===== config.mk =====
export PLATFORM = sky130hd
export DESIGN_NAME = apb_timer_flat
export DESIGN_NICKNAME = d
export VERILOG_FILES = /design/src/rtl/apb_timer_pkg.sv /design/src/rtl/apb_timer_if.sv /design/src/rtl/apb_timer_prescaler.sv /design/src/rtl/apb_timer.sv /design/src/flat_wrapper.sv
export SDC_FILE = /design/constraint.sdc
export NUM_CORES = 1
export LEC_CHECK = 0
export CAP_MARGIN = 20
export CORE_UTILIZATION = 49
export DETAILED_ROUTE_END_ITERATION = 16
export GPL_ROUTABILITY_DRIVEN = 0
export PLACE_DENSITY = 0.78
export SLEW_MARGIN = 15
export SYNTH_ARGS = -nofsm -noshare
export SYNTH_HDL_FRONTEND = slang
export SYNTH_SLANG_ARGS = --single-unit

===== constraint.sdc =====
create_clock -name PCLK -period 2.7 [get_ports PCLK]
set_clock_uncertainty 0.1 [all_clocks]
set_input_delay 0.54 -clock PCLK [delete_from_list [all_inputs] [get_ports PCLK]]
set_output_delay 0.54 -clock PCLK [all_outputs]
set_load 0.02 [all_outputs]

===== src/rtl/apb_timer_pkg.sv =====
// Shared definitions for the APB timer: register offsets, CTRL bit positions,
// APB completer FSM states and a byte-strobe merge helper.
package apb_timer_pkg;

    // Word offsets decoded from PADDR[3:2]
    localparam logic [1:0] REG_CTRL    = 2'd0;
    localparam logic [1:0] REG_LOAD    = 2'd1;
    localparam logic [1:0] REG_VALUE   = 2'd2;
    localparam logic [1:0] REG_INTSTAT = 2'd3;

    // CTRL field positions
    localparam int unsigned CTRL_EN        = 0;
    localparam int unsigned CTRL_IE        = 1;
    localparam int unsigned CTRL_ONESHOT   = 2;
    localparam int unsigned CTRL_PRESC_LSB = 8;
    localparam int unsigned CTRL_PRESC_MSB = 15;

    localparam int unsigned PRESC_W = 8;

    typedef enum logic [1:0] {
        APB_IDLE,
        APB_SETUP,
        APB_ACCESS
    } apb_state_e;

    // Merge new write data into an old word, byte lane i taken from wdata when strb[i]
    function automatic logic [31:0] apply_strobe(input logic [31:0] old_word,
                                                 input logic [31:0] wdata,
                                                 input logic [3:0]  strb);
        logic [31:0] merged;
        merged = old_word;
        for (int unsigned i = 0; i < 4; i++) begin
            if (strb[i]) merged[8*i +: 8] = wdata[8*i +: 8];
        end
        return merged;
    endfunction

endpackage


===== src/rtl/apb_timer_if.sv =====
// APB bus bundle between the bridge (master) and the timer completer (slave).
interface apb_timer_if #(
    parameter int unsigned ADDRWIDTH = 16
) ();

    logic                 PSEL;
    logic                 PENABLE;
    logic                 PWRITE;
    logic [ADDRWIDTH-1:0] PADDR;
    logic [31:0]          PWDATA;
    logic [3:0]           PSTRB;
    logic [2:0]           PPROT;
    logic [31:0]          PRDATA;
    logic                 PREADY;
    logic                 PSLVERR;

    modport master (
        output PSEL, PENABLE, PWRITE, PADDR, PWDATA, PSTRB, PPROT,
        input  PRDATA, PREADY, PSLVERR
    );

    modport slave (
        input  PSEL, PENABLE, PWRITE, PADDR, PWDATA, PSTRB, PPROT,
        output PRDATA, PREADY, PSLVERR
    );

endinterface


===== src/rtl/apb_timer_prescaler.sv =====
// Prescaler for the APB timer: counts 0..presc and emits a one-cycle tick on the
// terminal count. Held at zero while disabled or when cleared.
module apb_timer_prescaler
    import apb_timer_pkg::*;
(
    input  logic               HCLK,
    input  logic               HRESETn,
    input  logic               en,
    input  logic               clear,
    input  logic [PRESC_W-1:0] presc,
    output logic               tick
);

    logic [PRESC_W-1:0] count_q;

    assign tick = en & (count_q == presc);

    // Divide counter: wraps to zero on tick, held at zero when disabled or cleared
    always_ff @(posedge HCLK) begin
        if (!HRESETn) begin
            count_q <= '0;
        end else if (!en || clear || tick) begin
            count_q <= '0;
        end else begin
            count_q <= count_q + PRESC_W'(1);
        end
    end

endmodule


===== src/rtl/apb_timer.sv =====
// APB timer completer: 32-bit down-counter with prescaler, periodic/one-shot
// modes, level IRQ, programmable wait states and PSLVERR on illegal accesses.
module apb_timer
    import apb_timer_pkg::*;
#(
    parameter int unsigned ADDRWIDTH   = 16,
    parameter int unsigned WAIT_STATES = 0,
    parameter int unsigned PRIV_CTRL   = 1
) (
    input  logic        PCLK,
    input  logic        PRESETn,
    apb_timer_if.slave  apb,
    output logic        IRQ
);

    localparam logic [2:0] WAIT_MAX = 3'(WAIT_STATES);

    apb_state_e state_q, state_d;
    logic [2:0] wcnt_q;

    logic               ctrl_en_q, ctrl_ie_q, ctrl_oneshot_q;
    logic [PRESC_W-1:0] ctrl_presc_q;
    logic [31:0]        load_q, value_q;
    logic               tf_q, irq_q;

    logic        in_access, xfer_done;
    logic [1:0]  reg_sel;
    logic        addr_err, wr_err, acc_err;
    logic        wr_commit, wr_ctrl, wr_load, wr_intstat;
    logic [31:0] load_new, rdata;
    logic        tick, expire;
    logic        unused_bits;

    // state_q records the phase seen on the previous edge: SETUP means the
    // last cycle was a setup cycle, so the current cycle is the first access cycle.
    assign in_access = (state_q != APB_IDLE) & apb.PSEL & apb.PENABLE;
    assign xfer_done = in_access & (wcnt_q == WAIT_MAX);

    assign reg_sel  = apb.PADDR[3:2];
    assign addr_err = |apb.PADDR[ADDRWIDTH-1:4];
    assign wr_err   = apb.PWRITE &
                      ((reg_sel == REG_VALUE) ||
                       ((PRIV_CTRL != 0) && (reg_sel == REG_CTRL) && !apb.PPROT[0]));
    assign acc_err  = addr_err | wr_err;

    assign wr_commit  = xfer_done & apb.PWRITE & ~acc_err;
    assign wr_ctrl    = wr_commit & (reg_sel == REG_CTRL);
    assign wr_load    = wr_commit & (reg_sel == REG_LOAD);
    assign wr_intstat = wr_commit & (reg_sel == REG_INTSTAT);

    assign load_new = apply_strobe(load_q, apb.PWDATA, apb.PSTRB);
    assign expire   = tick & (value_q == '0);
    assign IRQ      = irq_q;

    assign unused_bits = ^{apb.PADDR[1:0], apb.PPROT[2:1]};

    apb_timer_prescaler u_presc (
        .HCLK    (PCLK),
        .HRESETn (PRESETn),
        .en      (ctrl_en_q),
        .clear   (wr_load),
        .presc   (ctrl_presc_q),
        .tick    (tick)
    );

    // APB FSM state register
    always_ff @(posedge PCLK) begin
        if (!PRESETn) state_q <= APB_IDLE;
        else          state_q <= state_d;
    end

    // APB FSM next-state: a dropped PSEL or a fresh setup aborts the transfer
    always_comb begin
        state_d = state_q;
        unique case (state_q)
            APB_IDLE: begin
                if (apb.PSEL && !apb.PENABLE) state_d = APB_SETUP;
            end
            APB_SETUP, APB_ACCESS: begin
                if (!apb.PSEL)         state_d = APB_IDLE;
                else if (!apb.PENABLE) state_d = APB_SETUP;
                else if (xfer_done)    state_d = APB_IDLE;
                else                   state_d = APB_ACCESS;
            end
            default: state_d = APB_IDLE;
        endcase
    end

    // APB FSM outputs: response only in the completing access cycle
    always_comb begin
        apb.PREADY  = xfer_done;
        apb.PSLVERR = xfer_done & acc_err;
        apb.PRDATA  = (xfer_done && !apb.PWRITE && !acc_err) ? rdata : '0;
    end

    // Wait-state counter: counts stalled access cycles, cleared otherwise
    always_ff @(posedge PCLK) begin
        if (!PRESETn)                    wcnt_q <= '0;
        else if (in_access && !xfer_done) wcnt_q <= wcnt_q + 3'd1;
        else                             wcnt_q <= '0;
    end

    // Read multiplexer over the register map
    always_comb begin
        rdata = '0;
        unique case (reg_sel)
            REG_CTRL: begin
                rdata[CTRL_EN]      = ctrl_en_q;
                rdata[CTRL_IE]      = ctrl_ie_q;
                rdata[CTRL_ONESHOT] = ctrl_oneshot_q;
                rdata[CTRL_PRESC_MSB:CTRL_PRESC_LSB] = ctrl_presc_q;
            end
            REG_LOAD:    rdata = load_q;
            REG_VALUE:   rdata = value_q;
            REG_INTSTAT: rdata[0] = tf_q;
            default:     rdata = '0;
        endcase
    end

    // CTRL register: byte-strobed writes; one-shot expiry clears EN unless written this cycle
    always_ff @(posedge PCLK) begin
        if (!PRESETn) begin
            ctrl_en_q      <= 1'b0;
            ctrl_ie_q      <= 1'b0;
            ctrl_oneshot_q <= 1'b0;
            ctrl_presc_q   <= '0;
        end else begin
            if (expire && ctrl_oneshot_q) ctrl_en_q <= 1'b0;
            if (wr_ctrl && apb.PSTRB[0]) begin
                ctrl_en_q      <= apb.PWDATA[CTRL_EN];
                ctrl_ie_q      <= apb.PWDATA[CTRL_IE];
                ctrl_oneshot_q <= apb.PWDATA[CTRL_ONESHOT];
            end
            if (wr_ctrl && apb.PSTRB[1]) begin
                ctrl_presc_q <= apb.PWDATA[CTRL_PRESC_MSB:CTRL_PRESC_LSB];
            end
        end
    end

    // LOAD and VALUE: a LOAD write overrides any decrement/reload in the same cycle
    always_ff @(posedge PCLK) begin
        if (!PRESETn) begin
            load_q  <= '0;
            value_q <= '0;
        end else begin
            if (wr_load) load_q <= load_new;
            if (wr_load) begin
                value_q <= load_new;
            end else if (tick) begin
                if (value_q != '0)        value_q <= value_q - 32'd1;
                else if (!ctrl_oneshot_q) value_q <= load_q;
            end
        end
    end

    // Timer flag and registered IRQ: a set on expiry wins over a W1C in the same cycle
    always_ff @(posedge PCLK) begin
        if (!PRESETn) begin
            tf_q  <= 1'b0;
            irq_q <= 1'b0;
        end else begin
            if (expire)                                           tf_q <= 1'b1;
            else if (wr_intstat && apb.PWDATA[0] && apb.PSTRB[0]) tf_q <= 1'b0;
            irq_q <= tf_q & ctrl_ie_q;
        end
    end

endmodule

===== src/flat_wrapper.sv =====
// flat-port wrapper written by rule: the top's interface ports become plain ports
module apb_timer_flat import apb_timer_pkg::*;
#(
    parameter int unsigned ADDRWIDTH   = 16,
    parameter int unsigned WAIT_STATES = 0,
    parameter int unsigned PRIV_CTRL   = 1
)
  (PCLK, PRESETn, IRQ, apb_PSEL, apb_PENABLE, apb_PWRITE, apb_PADDR, apb_PWDATA, apb_PSTRB, apb_PPROT, apb_PRDATA, apb_PREADY, apb_PSLVERR);
  apb_timer_if #(.ADDRWIDTH(ADDRWIDTH)) apb_i ();
  input  logic PCLK;
  input  logic PRESETn;
  output logic IRQ;
  input wire logic [$bits(apb_i.PSEL)-1:0] apb_PSEL;
  input wire logic [$bits(apb_i.PENABLE)-1:0] apb_PENABLE;
  input wire logic [$bits(apb_i.PWRITE)-1:0] apb_PWRITE;
  input wire logic [$bits(apb_i.PADDR)-1:0] apb_PADDR;
  input wire logic [$bits(apb_i.PWDATA)-1:0] apb_PWDATA;
  input wire logic [$bits(apb_i.PSTRB)-1:0] apb_PSTRB;
  input wire logic [$bits(apb_i.PPROT)-1:0] apb_PPROT;
  output wire logic [$bits(apb_i.PRDATA)-1:0] apb_PRDATA;
  output wire logic [$bits(apb_i.PREADY)-1:0] apb_PREADY;
  output wire logic [$bits(apb_i.PSLVERR)-1:0] apb_PSLVERR;
  assign apb_i.PSEL = apb_PSEL;
  assign apb_i.PENABLE = apb_PENABLE;
  assign apb_i.PWRITE = apb_PWRITE;
  assign apb_i.PADDR = apb_PADDR;
  assign apb_i.PWDATA = apb_PWDATA;
  assign apb_i.PSTRB = apb_PSTRB;
  assign apb_i.PPROT = apb_PPROT;
  assign apb_PRDATA = apb_i.PRDATA;
  assign apb_PREADY = apb_i.PREADY;
  assign apb_PSLVERR = apb_i.PSLVERR;
  apb_timer #(.ADDRWIDTH(ADDRWIDTH), .WAIT_STATES(WAIT_STATES), .PRIV_CTRL(PRIV_CTRL)) u_core (.PCLK(PCLK), .PRESETn(PRESETn), .apb(apb_i), .IRQ(IRQ));
endmodule

==> results of run 1 <==
[metrics by stage]
step | TNS (ps) | utilization | hold WS [ps] | setup slack (ps)
2_1_floorplan | 0 | - | 317 | 30.9
3_3_place_gp | -39370 | 0.655 | 328 | -728
3_5_place_dp | -43640 | 0.655 | 354 | -821
4_1_cts | -969 | 0.690 | 364 | -67.3
5_1_grt | -4900 | 0.717 | 387 | -200
6_report | -1420 | 0.717 | 379 | -90.5
[sequential cells by signal, summed over array words and instances (netlist names)]
| register | cells |
|---|---|
| u_core.ctrl_en_q | 1 |
| u_core.state_q | 2 |
| u_core.wcnt_q | 3 |
| u_core.ctrl_oneshot_q | 1 |
| u_core.load_q | 32 |
| u_core.u_presc.count_q | 8 |
| u_core.tf_q | 1 |
| u_core.ctrl_presc_q | 8 |
| u_core.IRQ | 1 |
| u_core.value_q | 32 |
| u_core.ctrl_ie_q | 1 |
[cell families after synthesis]
| family | count (synthesis) | share of synthesized area |
|---|---|---|
| AO/OA/AOI/OAI | 202 | 0.243 |
| XOR/XNOR | 25 | 0.0387 |
| adder cells (fa/ha/maj) | 13 | 0.0287 |
| buffers and inverters | 68 | 0.0493 |
| flip-flops | 90 | 0.318 |
| multiplexers | 25 | 0.0462 |
| AND/OR/NAND/NOR | 323 | 0.276 |
[routing by layer]
layer / vias up / track usage
met5: - / 0
met4: 0 / 0.170
met3: 61 / 0.0320
met2: 385 / 0.549
met1: 2992 / 0.426
li1: 2975 / -
[placed cells by master (no fill, tap or decap), drive strengths merged, types with 5 or more instances in the layout]
cell and n:
a211oi 7, a21boi 43, a21oi 38, a222oi 12, a22oi 22, and2 8
and3 7, buf 121, clkbuf 10, clkdlybuf4s50 39, dfxtp 90, dlygate4sd2 17
ha 13, inv 18, mux2 9, mux2i 16, nand2 115, nand2b 6
nand3 33, nand3b 5, nand4 12, nor2 73, nor2b 9, nor3 21
nor4 13, o21ai 43, o221ai 7, o22ai 7, or3 5, or4 6
xnor2 7, xor2 18
[power by group through the flow]
stage / Clock, mW / Combinational [mW] / Sequential, mW
3_3_place_gp: 0 / 0.226 / 1.36
4_1_cts: 1.19 / 0.236 / 1.33
2_1_floorplan: 0 / 0.0840 / 1.36
6_report: 1.19 / 0.243 / 1.33
5_1_grt: 1.25 / 0.256 / 1.33
3_5_place_dp: 0 / 0.232 / 1.36
[final cells by class]
cell class / instances / area (µm²)
tap: 140 / 175
sequential: 90 / 1800
inverter: 16 / 60.1
multi-input combinational: 589 / 3920
clock inverter: 6 / 40.0
timing repair buffer: 178 / 1680
fill: 870 / 3130
clock buffer: 10 / 229
[worst max-delay path, stage by stage, from the launching register on]
cell      delay, ps
dfxtp_2         350
inv_2            50
ha_4            150
nand3b_1        150
nand3b_1        220
nor3_2          240
nand2_2         200
buf_12          210
nor2_4          100
buf_6           130
[what timing repair did]
item | 4_1_cts | 5_1_grt
gates resized for setup | 228 | 78
pin swaps | 20 | 23
gates cloned | 2 | 0
buffers inserted | 1 | 1
setup endpoints to repair | 43 | 42
[path summary, 6_finish.rpt]
path                            cells after the start                               to  slack [ps]
worst max-delay path                                9                   apb_PRDATA[31]         -90
worst min-delay path                                1      u_core.wcnt_q[0]$_SDFF_PN0_         380
worst max register to register                      8  u_core.value_q[22]$_SDFFE_PN0P_         100
worst min register to register                      1      u_core.wcnt_q[0]$_SDFF_PN0_         380
==> results_dict.tcl, run 1 <==
set metrics [dict create \
    synth_sequential_area_ratio 0.318 \
    global_route.usage.total 0.331 \
    timing.critical_path.from "u_core.state_q[0]$_SDFFE_PN0P_" \
    max_cap_violations 0 \
    cts.sinks 90 \
    detail-route-antenna-nets 0 \
    critPathArrivalTime_ps 2150 \
    io_buffers 90 \
    placed_area_um2 7220 \
    wl_met3_um 1570 \
    cts.path.max_buffers 2 \
    critical_path_data_required_time_ps 2060 \
    pwr-share-seq 0.482 \
    synthesis.yosys.warnings 0 \
    maximum_clock_frequency_mhz 358 \
    dp.cells 1009 \
    synth_seq_cells 90 \
    cts_made_buffers 9 \
    met2RoutedLength_um 9410 \
    grt_start_max_net_pins 63 \
    drcViolationCount 0 \
    setup.worst_path.class "flop to output pin" \
    grt_overflow_total 0 \
    path_clk_slew_ps 60 \
    min_path_type "flop to flop" \
    synth.avg_cell_area_um2 7.58 \
    finalHoldViolCount 0 \
    vdd_drop_max_mv 0.325 \
    dpl.hpwl_um 14000 \
    unique_masters_post_synth 61 \
    leakagePower_nw 3.02 \
    design.final.nets 957 \
    pwr-share-clk 0.431 \
    final-setup-viol-count 22 \
    yosysMostFrequentCell "nand2_1" \
    pwr-share-comb 0.088 \
    drt-vias-per-instance 6.23 \
    period_share 1.03 \
    number_of_global_route_vias_before_repair 6112 \
    floorplan.die_area_um2 12000 \
    worst-path-max-fanout 6 \
    p_switching_uw 674 \
    number_of_synthesized_flops_with_an_enable_pin 0 \
    grt_antenna_before_repair 0 \
    synth_commonest_cells "nand2_1, dfxtp_1, nor2_1" \
    final_area_um2 7900 \
    fin_total_pwr_mw 2.76 \
    share_of_synthesized_flip_flops_with_an_asynchronous_set_or_reset 0 \
    clkLatencyLatePin_ps 350 \
    firstDrtPassIters 6 \
    initial_core_util 0.513 \
    finalWorstSetupSlack_ps -90.5 \
    status "finished, violations left" \
    synthCells 746 \
    rsz_0062_raised_after_global_routing "yes" \
    slew_viol_final 0 \
    routed_len_inst_um 18.8 \
    number_of_hold_buffers_added_after_cts 0 \
    tritoncts_clock_tree "done" \
    chipHeight_um 109 \
    synth_fp_nets 819 \
    synthFlopType "dfxtp_1" \
    final_layout_size_suffix_gt1_frac 0.240 \
    h-tree-depth 3 \
    antenna-diode-count 0 \
    drtIter0Drc 754 \
    powerDensity_nw_per_um2 349 \
    design.core.area_um2 11000 \
    hold_path_startpoint "u_core.wcnt_q[0]$_SDFF_PN0_" \
    cp-end-kind "output pin" \
    failing_checks "setup timing" \
    netSwitchingFraction 0.244 \
    synth.top_cells.by_area "dfxtp_1, nand2_1, a21boi_0, nor2_1, o21ai_0" \
    area_growth_pct 39.7 \
    finalCriticalPeriod_ps 2790 \
    post_layout_nonfiller_instances 1029 \
    yosysTopAreaCell "dfxtp_1" \
    num_vias 6413 \
    routed.top_layer "met4" \
    wirelength_um 19300 \
    start_kind "flop" \
    max_transition_margin 0.572 \
    cts_root_buffer "clkbuf_16" \
    yosysTopAreaCellShare 0.318 \
    worst_r2r_startpoint "u_core.value_q[7]$_SDFFE_PN0P_" \
    wl_met1_um 7780 \
    internal_cell_power_mw 2.09 \
    ios 95 \
    grt_pass1_wl_um 30600 \
    core.rowCount 38 \
    floorplan.die.width_um 109 \
    post_synth_instance_area_um2 5660 \
    worst-slew-pin-transition_ps 639 \
]
(Power assumes the default switching activity.)
==> run 2: changes to the inputs <==
--- a/config.mk
+++ b/config.mk
@@ -6,10 +6,14 @@
 export NUM_CORES = 1
 export LEC_CHECK = 0
 export CAP_MARGIN = 20
-export CORE_UTILIZATION = 49
+export CELL_PAD_IN_SITES_DETAIL_PLACEMENT = 0
+export CELL_PAD_IN_SITES_GLOBAL_PLACEMENT = 2
+export CORE_UTILIZATION = 29
+export CTS_BUF_LIST = sky130_fd_sc_hd__clkbuf_4
 export DETAILED_ROUTE_END_ITERATION = 16
 export GPL_ROUTABILITY_DRIVEN = 0
-export PLACE_DENSITY = 0.78
+export PLACE_DENSITY = 0.81
+export RECOVER_POWER = 25
 export SLEW_MARGIN = 15
 export SYNTH_ARGS = -nofsm -noshare
 export SYNTH_HDL_FRONTEND = slang
==> results_dict.tcl, run 2 (synthesized netlist as in run 1, its figures left out) <==
set metrics [dict create \
    cts.path.max_buffers 2 \
    path_clk_slew_ps 150 \
    mostFrequentLayoutCells "nand2_1, buf_4, dfxtp_1" \
    area_growth_pct 44.2 \
    wirelength_um 21200 \
    dpl.hpwl_um 16200 \
    design.core.area_um2 18900 \
    initial_core_util 0.299 \
    number_of_global_route_vias_before_repair 6282 \
    max_cap_violations 0 \
    status "finished, violations left" \
    vdd_drop_max_mv 0.136 \
    dp.cells 1158 \
    setup_tns_ps -8040 \
    critical_path_data_required_time_ps 2060 \
    cts_root_buffer "clkbuf_4" \
    chipHeight_um 142 \
    firstDrtPassIters 7 \
    layout.filler_cells 1957 \
    slew_viol_final 0 \
    worst-slew-pin-transition_ps 1350 \
    final-setup-viol-count 54 \
    drcViolationCount 0 \
    routed_len_inst_um 18.0 \
    period_share 1.10 \
    grt_overflow_total 0 \
    grt_pass1_wl_um 34100 \
    floorplan.die.width_um 142 \
    io_buffers 90 \
    drtIter0Drc 497 \
    cp-end-kind "output pin" \
    critPathArrivalTime_ps 2320 \
    failing_checks "setup timing" \
    reg_top3 "u_core.load_q: 32 flops, u_core.value_q: 32 flops" \
    final_layout_size_suffix_gt1_frac 0.268 \
    cts.sinks 90 \
    maximum_clock_frequency_mhz 337 \
    finalCriticalPeriod_ps 2960 \
    powerDensity_nw_per_um2 277 \
    tritoncts_clock_tree "done" \
    max_transition_margin 0.0985 \
    floorplan.die_area_um2 20100 \
    multi_input_comb_area_um2 3890 \
    ios 95 \
    grt_start_max_net_pins 37 \
    design.final.nets 988 \
    core.rowCount 50 \
    drt-vias-per-instance 5.35 \
    min_path_type "primary input to flop" \
    clkLatencyLatePin_ps 480 \
    leakagePower_nw 3.07 \
    layout.area.seq_um2 1810 \
    post_layout_nonfiller_instances 1178 \
    antenna-diode-count 0 \
    worst-path-max-fanout 13 \
    grt_antenna_before_repair 0 \
    rsz_0062_raised_after_global_routing "yes" \
    mostFrequentLayoutCell "nand2_1" \
    h-tree-depth 3 \
    cts_made_buffers 9 \
    number_of_hold_buffers_added_after_cts 0 \
    finalHoldViolCount 0 \
    start_kind "primary input" \
    detail-route-antenna-nets 0 \
    global_route.usage.total 0.218 \
    finalWorstSetupSlack_ps -264 \
    num_vias 6302 \
    setup.worst_path.class "primary input to output pin" \
]
==> run 2: changes by cell type in the layout (fill, tap and decap cells not counted), sizes merged <==
cell           delta
dlygate4sd3       +1
clkinvlp          +1
clkdlybuf4s15     -1
nand2b            -1
clkinv            -2
buf              +27
inv               -2
clkdlybuf4s50    +15
clkbuf            +8
dlygate4sd2      -17
==> run 2: power by group <==
part	leakage, nW	internal (mW)	switching [mW]	total [mW]
sequential	0.726	1.33	0.000771	1.33
combinational	2.29	0.140	0.115	0.256
clock	0.0525	0.198	0.473	0.670
==> run 2: final timing paths <==
kind                             startpoint  slack (ps)                         endpoint  cells after the start
min                                 PRESETn         380  u_core.value_q[31]$_SDFFE_PN0P_                      2
min reg2reg  u_core.load_q[28]$_SDFFE_PN0P_         400   u_core.load_q[28]$_SDFFE_PN0P_                      2
max reg2reg  u_core.value_q[0]$_SDFFE_PN0P_          10  u_core.value_q[29]$_SDFFE_PN0P_                      8
max                            apb_PADDR[2]        -260                   apb_PRDATA[15]                      7
==> run 2: repair_timing <==
action,in CTS,in global routing
pin swaps,32,3
setup buffers,4,1
gates resized for setup,284,18
endpoints found under the setup margin,40,55
gates cloned,2,0
==> run 2: critical path, cell delays in order <==
cell and delay, ps:
clkdlybuf4s50_1 480, inv_1 80, ha_1 240, buf_12 160, a222oi_1 590, nor2_4 80, buf_6 150
==> run 2: layout make-up <==
| type | count | share of cell area |
|---|---|---|
| inverters | 16 | 0.00736 |
| flip-flops and latches | 90 | 0.221 |
| repair buffers | 210 | 0.242 |
| multi-input cells | 588 | 0.477 |
| clock inverters | 3 | 0.00230 |
| well taps | 260 | 0.0399 |
| clock buffers | 11 | 0.0101 |
==> run 2: stage by stage <==
| stage | hold WS (ps) | power, mW | instance area, µm² | util | worst slack (ps) |
|---|---|---|---|---|---|
| 2_1_floorplan | 317 | 1.44 | 5660 | - | 30.9 |
| 3_3_place_gp | 368 | 1.60 | 7620 | 0.403 | -818 |
| 3_5_place_dp | 378 | 1.60 | 7620 | 0.403 | -807 |
| 4_1_cts | 335 | 2.28 | 8130 | 0.430 | -275 |
| 5_1_grt | 353 | 2.35 | 8160 | 0.432 | -421 |
| 6_report | 378 | 2.26 | 8160 | 0.432 | -264 |
==> run 2: per-layer routing <==
metal / vias up / track usage / routed length [µm]
met1: 2998 / 0.282 / 9540
met2: 234 / 0.365 / 9960
met4: 0 / 0.0843 / 503
met3: 34 / 0.0300 / 1190
met5: - / 0 / 0
li1: 3036 / - / -
==> run 3: changes to the inputs <==
--- a/config.mk
+++ b/config.mk
@@ -12,6 +12,7 @@
 export CTS_BUF_LIST = sky130_fd_sc_hd__clkbuf_4
 export DETAILED_ROUTE_END_ITERATION = 16
 export GPL_ROUTABILITY_DRIVEN = 0
+export HOLD_SLACK_MARGIN = 0.05
 export PLACE_DENSITY = 0.81
 export RECOVER_POWER = 25
 export SLEW_MARGIN = 15
==> results of run 3 <==
Final layout, timing and power as in run 2 (identical DEF).
